File: src/rtl/multicycle_control_unit.sv
// Moore control FSM for a multi-cycle RV32I subset core sharing one memory port; lw 5, sw/ALU/jal 4, branch 3 cycles.
// Stalls in FETCH/MEMREAD/MEMWRITE until mem_ready; a programmable wait limit traps to HALT with mem_err.
module multicycle_control_unit #(
  parameter int MEM_TIMEOUT = 16,
  parameter int CNT_W       = 32
) (
  input  logic             clk,
  input  logic             rst,
  input  logic [6:0]       op,
  input  logic [2:0]       funct3,
  input  logic             funct7_5,
  input  logic             Zero,
  input  logic             mem_ready,
  output logic             mem_req,
  output logic             MemRead,
  output logic             MemWrite,
  output logic             AdrSrc,
  output logic             IRWrite,
  output logic             PCWrite,
  output logic             RegWrite,
  output logic [1:0]       ResultSrc,
  output logic [1:0]       ALUSrcA,
  output logic [1:0]       ALUSrcB,
  output logic [1:0]       ImmSrc,
  output logic [2:0]       ALUControl,
  output logic             illegal_op,
  output logic             mem_err,
  output logic [CNT_W-1:0] retired
);

  localparam logic [6:0] OP_LW  = 7'b0000011;
  localparam logic [6:0] OP_SW  = 7'b0100011;
  localparam logic [6:0] OP_R   = 7'b0110011;
  localparam logic [6:0] OP_I   = 7'b0010011;
  localparam logic [6:0] OP_BR  = 7'b1100011;
  localparam logic [6:0] OP_JAL = 7'b1101111;

  localparam logic [2:0] ALU_ADD = 3'b000;
  localparam logic [2:0] ALU_SUB = 3'b001;
  localparam logic [2:0] ALU_AND = 3'b010;
  localparam logic [2:0] ALU_OR  = 3'b011;
  localparam logic [2:0] ALU_SLT = 3'b101;

  // Wide enough to hold MEM_TIMEOUT itself, and at least one bit when the timeout is disabled.
  localparam int WAIT_W = $clog2(MEM_TIMEOUT + 2);

  typedef enum logic [3:0] {
    S_FETCH, S_DECODE, S_MEMADR, S_MEMREAD, S_MEMWB, S_MEMWRITE,
    S_EXECR, S_EXECI, S_ALUWB, S_JAL, S_BRANCH, S_HALT
  } state_t;

  typedef struct packed {
    logic       mem_req;
    logic       mem_read;
    logic       mem_write;
    logic       adr_src;
    logic       reg_write;
    logic [1:0] result_src;
    logic [1:0] alu_src_a;
    logic [1:0] alu_src_b;
  } ctrl_t;

  function automatic ctrl_t decode_ctrl(input state_t s);
    ctrl_t c;
    c = '0;
    case (s)
      S_FETCH: begin
        c.mem_req    = 1'b1;
        c.mem_read   = 1'b1;
        c.alu_src_b  = 2'b10;
        c.result_src = 2'b10;
      end
      S_DECODE: begin
        c.alu_src_a = 2'b01;
        c.alu_src_b = 2'b01;
      end
      S_MEMADR: begin
        c.alu_src_a = 2'b10;
        c.alu_src_b = 2'b01;
      end
      S_MEMREAD: begin
        c.mem_req  = 1'b1;
        c.mem_read = 1'b1;
        c.adr_src  = 1'b1;
      end
      S_MEMWRITE: begin
        c.mem_req   = 1'b1;
        c.mem_write = 1'b1;
        c.adr_src   = 1'b1;
      end
      S_MEMWB: begin
        c.result_src = 2'b01;
        c.reg_write  = 1'b1;
      end
      S_EXECR: c.alu_src_a = 2'b10;
      S_EXECI: begin
        c.alu_src_a = 2'b10;
        c.alu_src_b = 2'b01;
      end
      S_ALUWB: c.reg_write = 1'b1;
      S_JAL: begin
        c.alu_src_a = 2'b01;
        c.alu_src_b = 2'b10;
      end
      S_BRANCH: c.alu_src_a = 2'b10;
      default: c = '0;
    endcase
    return c;
  endfunction

  state_t            state_q, state_d;
  ctrl_t             ctrl_q, ctrl_d;
  logic [WAIT_W-1:0] wait_q, wait_d;
  logic [CNT_W-1:0]  retired_q, retired_d;
  logic              illegal_q, illegal_d;
  logic              mem_err_q, mem_err_d;

  logic [WAIT_W-1:0] wait_inc;
  logic              timeout_hit;
  logic              retire;
  logic              in_wait_state;

  always_comb begin
    wait_inc    = wait_q + WAIT_W'(1);
    // A same-cycle mem_ready always takes priority over the timeout.
    timeout_hit = (MEM_TIMEOUT != 0) && !mem_ready && (wait_inc == WAIT_W'(MEM_TIMEOUT));
    in_wait_state = (state_q == S_FETCH) || (state_q == S_MEMREAD) || (state_q == S_MEMWRITE);

    state_d   = state_q;
    illegal_d = illegal_q;
    mem_err_d = mem_err_q;
    retire    = 1'b0;

    case (state_q)
      S_FETCH: begin
        if (mem_ready) begin
          state_d = S_DECODE;
        end else if (timeout_hit) begin
          state_d   = S_HALT;
          mem_err_d = 1'b1;
        end
      end
      S_DECODE: begin
        case (op)
          OP_LW, OP_SW: state_d = S_MEMADR;
          OP_R:         state_d = S_EXECR;
          OP_I:         state_d = S_EXECI;
          OP_JAL:       state_d = S_JAL;
          OP_BR: begin
            if (funct3[2:1] == 2'b00) begin
              state_d = S_BRANCH;
            end else begin
              state_d   = S_HALT;
              illegal_d = 1'b1;
            end
          end
          default: begin
            state_d   = S_HALT;
            illegal_d = 1'b1;
          end
        endcase
      end
      S_MEMADR: state_d = op[5] ? S_MEMWRITE : S_MEMREAD;
      S_MEMREAD: begin
        if (mem_ready) begin
          state_d = S_MEMWB;
        end else if (timeout_hit) begin
          state_d   = S_HALT;
          mem_err_d = 1'b1;
        end
      end
      S_MEMWRITE: begin
        if (mem_ready) begin
          state_d = S_FETCH;
          retire  = 1'b1;
        end else if (timeout_hit) begin
          state_d   = S_HALT;
          mem_err_d = 1'b1;
        end
      end
      S_EXECR, S_EXECI, S_JAL: state_d = S_ALUWB;
      S_MEMWB, S_ALUWB, S_BRANCH: begin
        state_d = S_FETCH;
        retire  = 1'b1;
      end
      S_HALT:  state_d = S_HALT;
      default: state_d = S_HALT;
    endcase

    retired_d = retire ? retired_q + CNT_W'(1) : retired_q;

    // Restart the wait count on every state change so each access gets the full budget.
    if (state_d != state_q) begin
      wait_d = '0;
    end else if (in_wait_state && !mem_ready) begin
      wait_d = wait_inc;
    end else begin
      wait_d = wait_q;
    end

    ctrl_d = decode_ctrl(state_d);
  end

  always_ff @(posedge clk) begin
    if (rst) begin
      state_q   <= S_FETCH;
      ctrl_q    <= decode_ctrl(S_FETCH);
      wait_q    <= '0;
      retired_q <= '0;
      illegal_q <= 1'b0;
      mem_err_q <= 1'b0;
    end else begin
      state_q   <= state_d;
      ctrl_q    <= ctrl_d;
      wait_q    <= wait_d;
      retired_q <= retired_d;
      illegal_q <= illegal_d;
      mem_err_q <= mem_err_d;
    end
  end

  logic       run;
  logic [2:0] funct_alu;
  logic [2:0] alu_sel;
  logic [1:0] imm_sel;
  logic       pc_write;
  logic       ir_write;

  always_comb begin
    run = !rst;

    case (funct3)
      3'b000:  funct_alu = (op[5] && funct7_5) ? ALU_SUB : ALU_ADD;
      3'b010:  funct_alu = ALU_SLT;
      3'b110:  funct_alu = ALU_OR;
      3'b111:  funct_alu = ALU_AND;
      default: funct_alu = ALU_ADD;
    endcase

    case (state_q)
      S_EXECR, S_EXECI: alu_sel = funct_alu;
      S_BRANCH:         alu_sel = ALU_SUB;
      default:          alu_sel = ALU_ADD;
    endcase

    case (op)
      OP_SW:   imm_sel = 2'b01;
      OP_BR:   imm_sel = 2'b10;
      OP_JAL:  imm_sel = 2'b11;
      default: imm_sel = 2'b00;
    endcase

    ir_write = (state_q == S_FETCH) && mem_ready;
    pc_write = ir_write || (state_q == S_JAL) ||
               ((state_q == S_BRANCH) && (Zero ^ funct3[0]));

    mem_req    = run & ctrl_q.mem_req;
    MemRead    = run & ctrl_q.mem_read;
    MemWrite   = run & ctrl_q.mem_write;
    AdrSrc     = run & ctrl_q.adr_src;
    RegWrite   = run & ctrl_q.reg_write;
    IRWrite    = run & ir_write;
    PCWrite    = run & pc_write;
    ResultSrc  = run ? ctrl_q.result_src : 2'b00;
    ALUSrcA    = run ? ctrl_q.alu_src_a : 2'b00;
    ALUSrcB    = run ? ctrl_q.alu_src_b : 2'b00;
    ImmSrc     = run ? imm_sel : 2'b00;
    ALUControl = run ? alu_sel : 3'b000;
    illegal_op = run & illegal_q;
    mem_err    = run & mem_err_q;
    retired    = run ? retired_q : '0;
  end

endmodule

File: config.mk
export PLATFORM = sky130hd
export DESIGN_NAME = multicycle_control_unit
export DESIGN_NICKNAME = d
export VERILOG_FILES = /design/src/rtl/multicycle_control_unit.sv
export SDC_FILE = /design/constraint.sdc
export NUM_CORES = 1
export LEC_CHECK = 0
export CORE_UTILIZATION = 51
export DETAILED_ROUTE_END_ITERATION = 6
export GPL_TIMING_DRIVEN = 1
export PLACE_DENSITY = 0.89
export SYNTH_ARGS = -nofsm -noshare
export SYNTH_HDL_FRONTEND = slang
export SYNTH_SLANG_ARGS = --single-unit
export TNS_END_PERCENT = 1
File: constraint.sdc
create_clock -name clk -period 2.96 [get_ports clk]
set_input_delay 0.592 -clock clk [delete_from_list [all_inputs] [get_ports clk]]
set_output_delay 0.592 -clock clk [all_outputs]
set_load 0.005 [all_outputs]
* Yosys cells after proc, flatten, opt, wreduce, memory -nomap -nowiden
Cells that the tools add are included.
Cells by class: add/sub/neg operators 2, equality and inequality tests 32, mux-type cells 30, bitwise gates (word level) 12, reduce and logical (&&, ||, !) cells 32
Operators with widths (count):
- adder 32 x 1 -> 32 bit, second input constant | 1
- equality test 4 x 3 -> 1 bit, second input constant | 8
- 2-to-1 mux 32 bit | 1
- case mux 4 bit (7 select lines) | 1
- equality test 4 bit, second input constant | 6
- case mux 4 bit (5 select lines) | 1
- equality test 4 x 2 -> 1 bit, second input constant | 4
- 2-to-1 mux 4 bit | 4
- OR reduction 2 bit | 8
- OR reduction 3 bit | 5
- equality test 7 x 6 -> 1 bit, second input constant | 2
- equality test 7 bit, second input constant | 2
- case mux 2 bit (2 select lines) | 3
- case mux 3 bit (4 select lines) | 1
- AND 1 bit | 9
- 2-to-1 mux 1 bit | 9
- equality test 4 x 1 -> 1 bit, second input constant | 2
- logical NOT 4 bit | 2
- 2-to-1 mux 2 bit | 4
- equality test 7 x 2 -> 1 bit, second input constant | 1
- equality test 7 x 5 -> 1 bit, second input constant | 1
- equality test 3 bit, second input constant | 2
- 2-to-1 mux 3 bit | 2
- case mux 2 bit (3 select lines) | 1
- other kinds (17) | 28
Storage, ports and cells: bits in registers 54, output and inout port bits 52

* Logic depth before layout (Yosys ltp)
depth in word-level cells 9, mapped depth 9, depth with buffers taken out 7

* Worst setup path before layout
No wires, ideal clock.
kind flip-flop to flip-flop, start reg wait_q[0], end reg wait_q[0], setup time 0.078 ns, arrival time 2.053 ns, required time 2.882 ns, setup slack 0.829 ns, stages on the path, launching flop included 8, path buffers 0, cells stage by stage dfxtp_1 > ha_1 > xnor2_2 > o22ai_4 > a2111oi_4 > a21oi_2 > or4_4 > nor3_1
On the way: longest elaborated chain between the ends 8, elaborated cells on any way between the ends 10, classes of those cells add/sub: 1; eq/ne: 2; mux: 5; reduce/logical: 2
RTL lines:
- start: declaration | line 113 | logic [WAIT_W-1:0] wait_q, wait_d;
- start signal: assignment | line 215 | wait_q <= wait_d;
- adder 5 x 1 -> 5 bit (*) | line 124 | wait_inc = wait_q + WAIT_W'(1);
- equality test 5 bit | line 126 | timeout_hit = (MEM_TIMEOUT != 0) && !mem_ready && (wait_inc == WAIT_W'(MEM_TIMEOUT));
- logical AND 1 bit | line 126
- 2-to-1 mux 4 bit | line 138, 167, 176
- 2-to-1 mux 4 bit, on equally long branches | line 173, 136, 165
- case mux 4 bit (7 select lines) | line 134 | case (state_q)
- inequality test 4 bit | line 193 | if (state_d != state_q) begin
- OR reduction 2 bit (no source line)
Mark *: on every way between the ends. The rest lies on a longest branch, timed or not. A chain may end at the register's enable or synchronous reset.

* Worst setup path after layout
start in op[4], end out ImmSrc[1]
On the way: longest elaborated chain between the ends 3, elaborated cells on any way between the ends 5, classes of those cells eq/ne: 3; mux: 2
RTL lines:
- start: declaration | line 9 | input logic [6:0] op,
- equality test 7 bit or equality test 7 x 6 -> 1 bit (tied branches) | line 246 | case (op)
- case mux 2 bit (3 select lines) (*) | line 246
- 2-to-1 mux 2 bit (*) | line 267 | ImmSrc = run ? imm_sel : 2'b00;
- end: declaration | line 24 | output logic [1:0] ImmSrc,
Marked as above.

==> impl_metrics.json <==
{
  "io_pins": 67,
  "die_area_um2": 6490,
  "design_area_um2": 4050,
  "grt_overflow": 0,
  "peakVddDrop_v": 0.000344,
  "gp_congestion": 0.894,
  "yosys_warnings": 0,
  "antenna_cells": 0,
  "synth_area_leader_cell": "dfxtp_1",
  "dr.pass1.iters": 4,
  "hold_start": "mem_err_q$_SDFFE_PP0P_",
  "drive_above_1_share": 0.0895,
  "async_flop_share": 0,
  "utilization": 0.684,
  "seq_area_frac_synth": 0.344,
  "min_period_over_period": 0.943,
  "cts-hold-fix-buffers": 0,
  "leakage_uw": 0.00152,
  "status": "finished clean",
  "setup_viol": 0,
  "wl_mm": 7.38,
  "grt_pass1_vias": 2638,
  "start_util": 0.531,
  "critPathLaunch": "op[4]",
  "final_hold_viol_count": 0,
  "switchingPower_uw": 857,
  "portBuffers": 66,
  "nets": 464,
  "cts_tree": "built",
  "comb_power_share": 0.447,
  "relSlewSlack": 0.574,
  "synth_cell_type_count": 57,
  "core_um2": 5920,
  "final_cell_mix": "clkdlybuf4s50_1 (63), dfxtp_1 (54), nor2b_1 (48)",
  "grt_max_degree": 54,
  "syn_area_per_cell_um2": 8.35,
  "drc": 0,
  "synth_seq_cells": 54,
  "dp_hpwl_mm": 5.40,
  "via_per_inst": 5.57,
  "max_stage_delay_ns": 0.56,
  "drtIter0Drc": 223,
  "path_cells": "clkdlybuf4s50_1 > nand3b_1 > buf_4 > nor4_1 > clkdlybuf4s50_1",
  "min_path_type": "reg2reg",
  "n_fill_cell": 470,
  "vias": 2907,
  "fin_crit_ns": 2.79,
  "clock_latency_ns": 0.31,
  "p_per_area_nw_per_um2": 584,
  "switching_share": 0.362,
  "fmax_mhz": 358,
  "cts_max_path_buffers": 2,
  "crit_buf_inv": 3,
  "areaGrowthSynthToFinish_pct": 28.8,
  "intPower_uw": 1510,
  "wire_per_inst_um": 14.1,
  "rsz0062_at_grt": "no",
  "skew_ns": 0.00532,
  "worst_slew_pin_slew_ns": 0.631,
  "cp_slowest_cell": "clkdlybuf4s50_1",
  "syn-num-nets": 395,
  "cap_violations": 0,
  "yosysTopAreaCellShare": 0.344,
  "ctsResizeCount": 1,
  "cts_root_buf": "clkbuf_8",
  "grtUsageTotal": 0.240,
  "start_kind": "input port",
  "path_class": "in2out",
  "seq_area_um2": 1080,
  "instances_no_fill": 522,
  "syn_inst": 377,
  "fp-row-count": 28,
  "required_ns": 2.37,
  "ant_nets": 0,
  "placed_cells": 514,
  "final_common_cell": "clkdlybuf4s50_1",
  "synth_area_um2": 3150,
  "clk_pin_slew_ns": 0.09,
  "grt_pass1_wl_mm": 12.1,
  "htreeDepth": 2,
  "synth_edf_count": 0,
  "antenna_found_initial": 0,
  "path_common_cell": "clkdlybuf4s50_1",
  "die_y_um": 80.6,
  "synthFlopType": "dfxtp_1",
  "cts.sinks": 54,
  "synthTopCellsByArea": "dfxtp_1 (34%), nor2b_1 (9.5%), xor2_1 (8.6%)",
  "cp_max_fo": 3,
  "arrival_ns": 2.20,
  "finalSetupTns_ns": 0,
  "seq_power_share": 0.375,
  "reg2reg_from": "wait_q[0]$_SDFFE_PP0P_",
  "cp_top_family": "buffers and inverters",
  "die_x_um": 80.6,
  "multiInputGateArea_um2": 1940,
  "end_kind": "output port",
  "drv_slew": 0,
  "cts_made_buffers": 5,
  "cts_setup_buffers": 0,
  "post_dp_cell_area_um2": 3950,
  "p_clk_frac": 0.178
}
-- power groups by stage --
| stage | sequential, µW | combinational [µW] | clock [µW] |
|---|---|---|---|
| 6_report | 887 | 1060 | 422 |
| 2_1_floorplan | 855 | 765 | 0 |
| 3_5_place_dp | 902 | 1030 | 0 |
| 3_3_place_gp | 898 | 997 | 0 |
| 5_1_grt | 900 | 1150 | 466 |
| 4_1_cts | 885 | 1040 | 427 |
-- registers in the layout (all words and copies together) (netlist names) --
register and count:
mem_err_q 1, ctrl_q 11, state_q 4, illegal_q 1, wait_q 5, retired_q 32
-- worst min-delay path, delay by kind of cell (launching register included) --
kind,cells,cell delay [ns]
DFF,1,0.31
AOI/OAI and AO/OA,1,0.06
buffers and inverters,1,0.07
-- kinds of logic (layout without fill, tap and decap cells) --
kind of cell	Yosys count	count (layout)	synth area share
xor+xnor	39	39	0.111
buf+inv	30	100	0.0406
flops	54	54	0.344
simple gates	201	201	0.371
compound gates	45	45	0.106
fa+ha+maj	3	3	0.0119
mux	5	5	0.0159
-- path summary, 6_finish.rpt --
| check | to | slack, ns | cells after the start |
|---|---|---|---|
| min reg2reg | mem_err_q$_SDFFE_PP0P_ | 0.49 | 2 |
| max | ImmSrc[1] | 0.17 | 5 |
| min | mem_err_q$_SDFFE_PP0P_ | 0.49 | 2 |
| max reg2reg | wait_q[0]$_SDFFE_PP0P_ | 0.52 | 7 |
-- synth_stat cells, drive strengths merged, types with 2 or more instances --
| library cell | instances |
|---|---|
| xor2 | 31 |
| a2111oi | 2 |
| a21o | 4 |
| nand4b | 3 |
| nand2 | 20 |
| a21oi | 9 |
| nor2b | 48 |
| dfxtp | 54 |
| nor4bb | 2 |
| nor4b | 4 |
| o31ai | 4 |
| a31oi | 4 |
| and4 | 3 |
| buf | 12 |
| or3 | 3 |
| nand3 | 17 |
| inv | 7 |
| nor3b | 2 |
| clkbuf | 11 |
| ha | 3 |
| nand2b | 7 |
| o21ai | 11 |
| nor4 | 4 |
| nor3 | 10 |
| mux2i | 5 |
| o31a | 2 |
| nor2 | 44 |
| xnor2 | 8 |
| and3 | 8 |
| o32a | 2 |
| and2 | 5 |
| nand4 | 11 |
| or4 | 2 |
| nand3b | 3 |
-- layout make-up --
type                    instances  area share
repair buffers                 85       0.200
clock buffers                   6      0.0204
clock inverters                 2     0.00309
multi-input cells             293       0.480
inverters                       7     0.00648
flip-flops and latches         54       0.267
well taps                      75      0.0232
-- routing by layer --
layer,routed length [µm],up-vias,GRT usage
met4,138,0,0.0964
li1,-,1446,-
met5,0,-,0
met3,319,14,0.0386
met2,3750,84,0.418
met1,3170,1363,0.291
-- per-stage QoR --
step / power (µW) / hold WS (ns) / worst slack [ns]
floorplan: 1620 / 0.429 / 0.829
global placement: 1900 / 0.445 / 0.0433
detailed placement: 1930 / 0.461 / -0.0269
CTS: 2350 / 0.488 / 0.0548
global route: 2510 / 0.505 / 0.0834
finish: 2370 / 0.487 / 0.170
(Power assumes the default switching activity.)
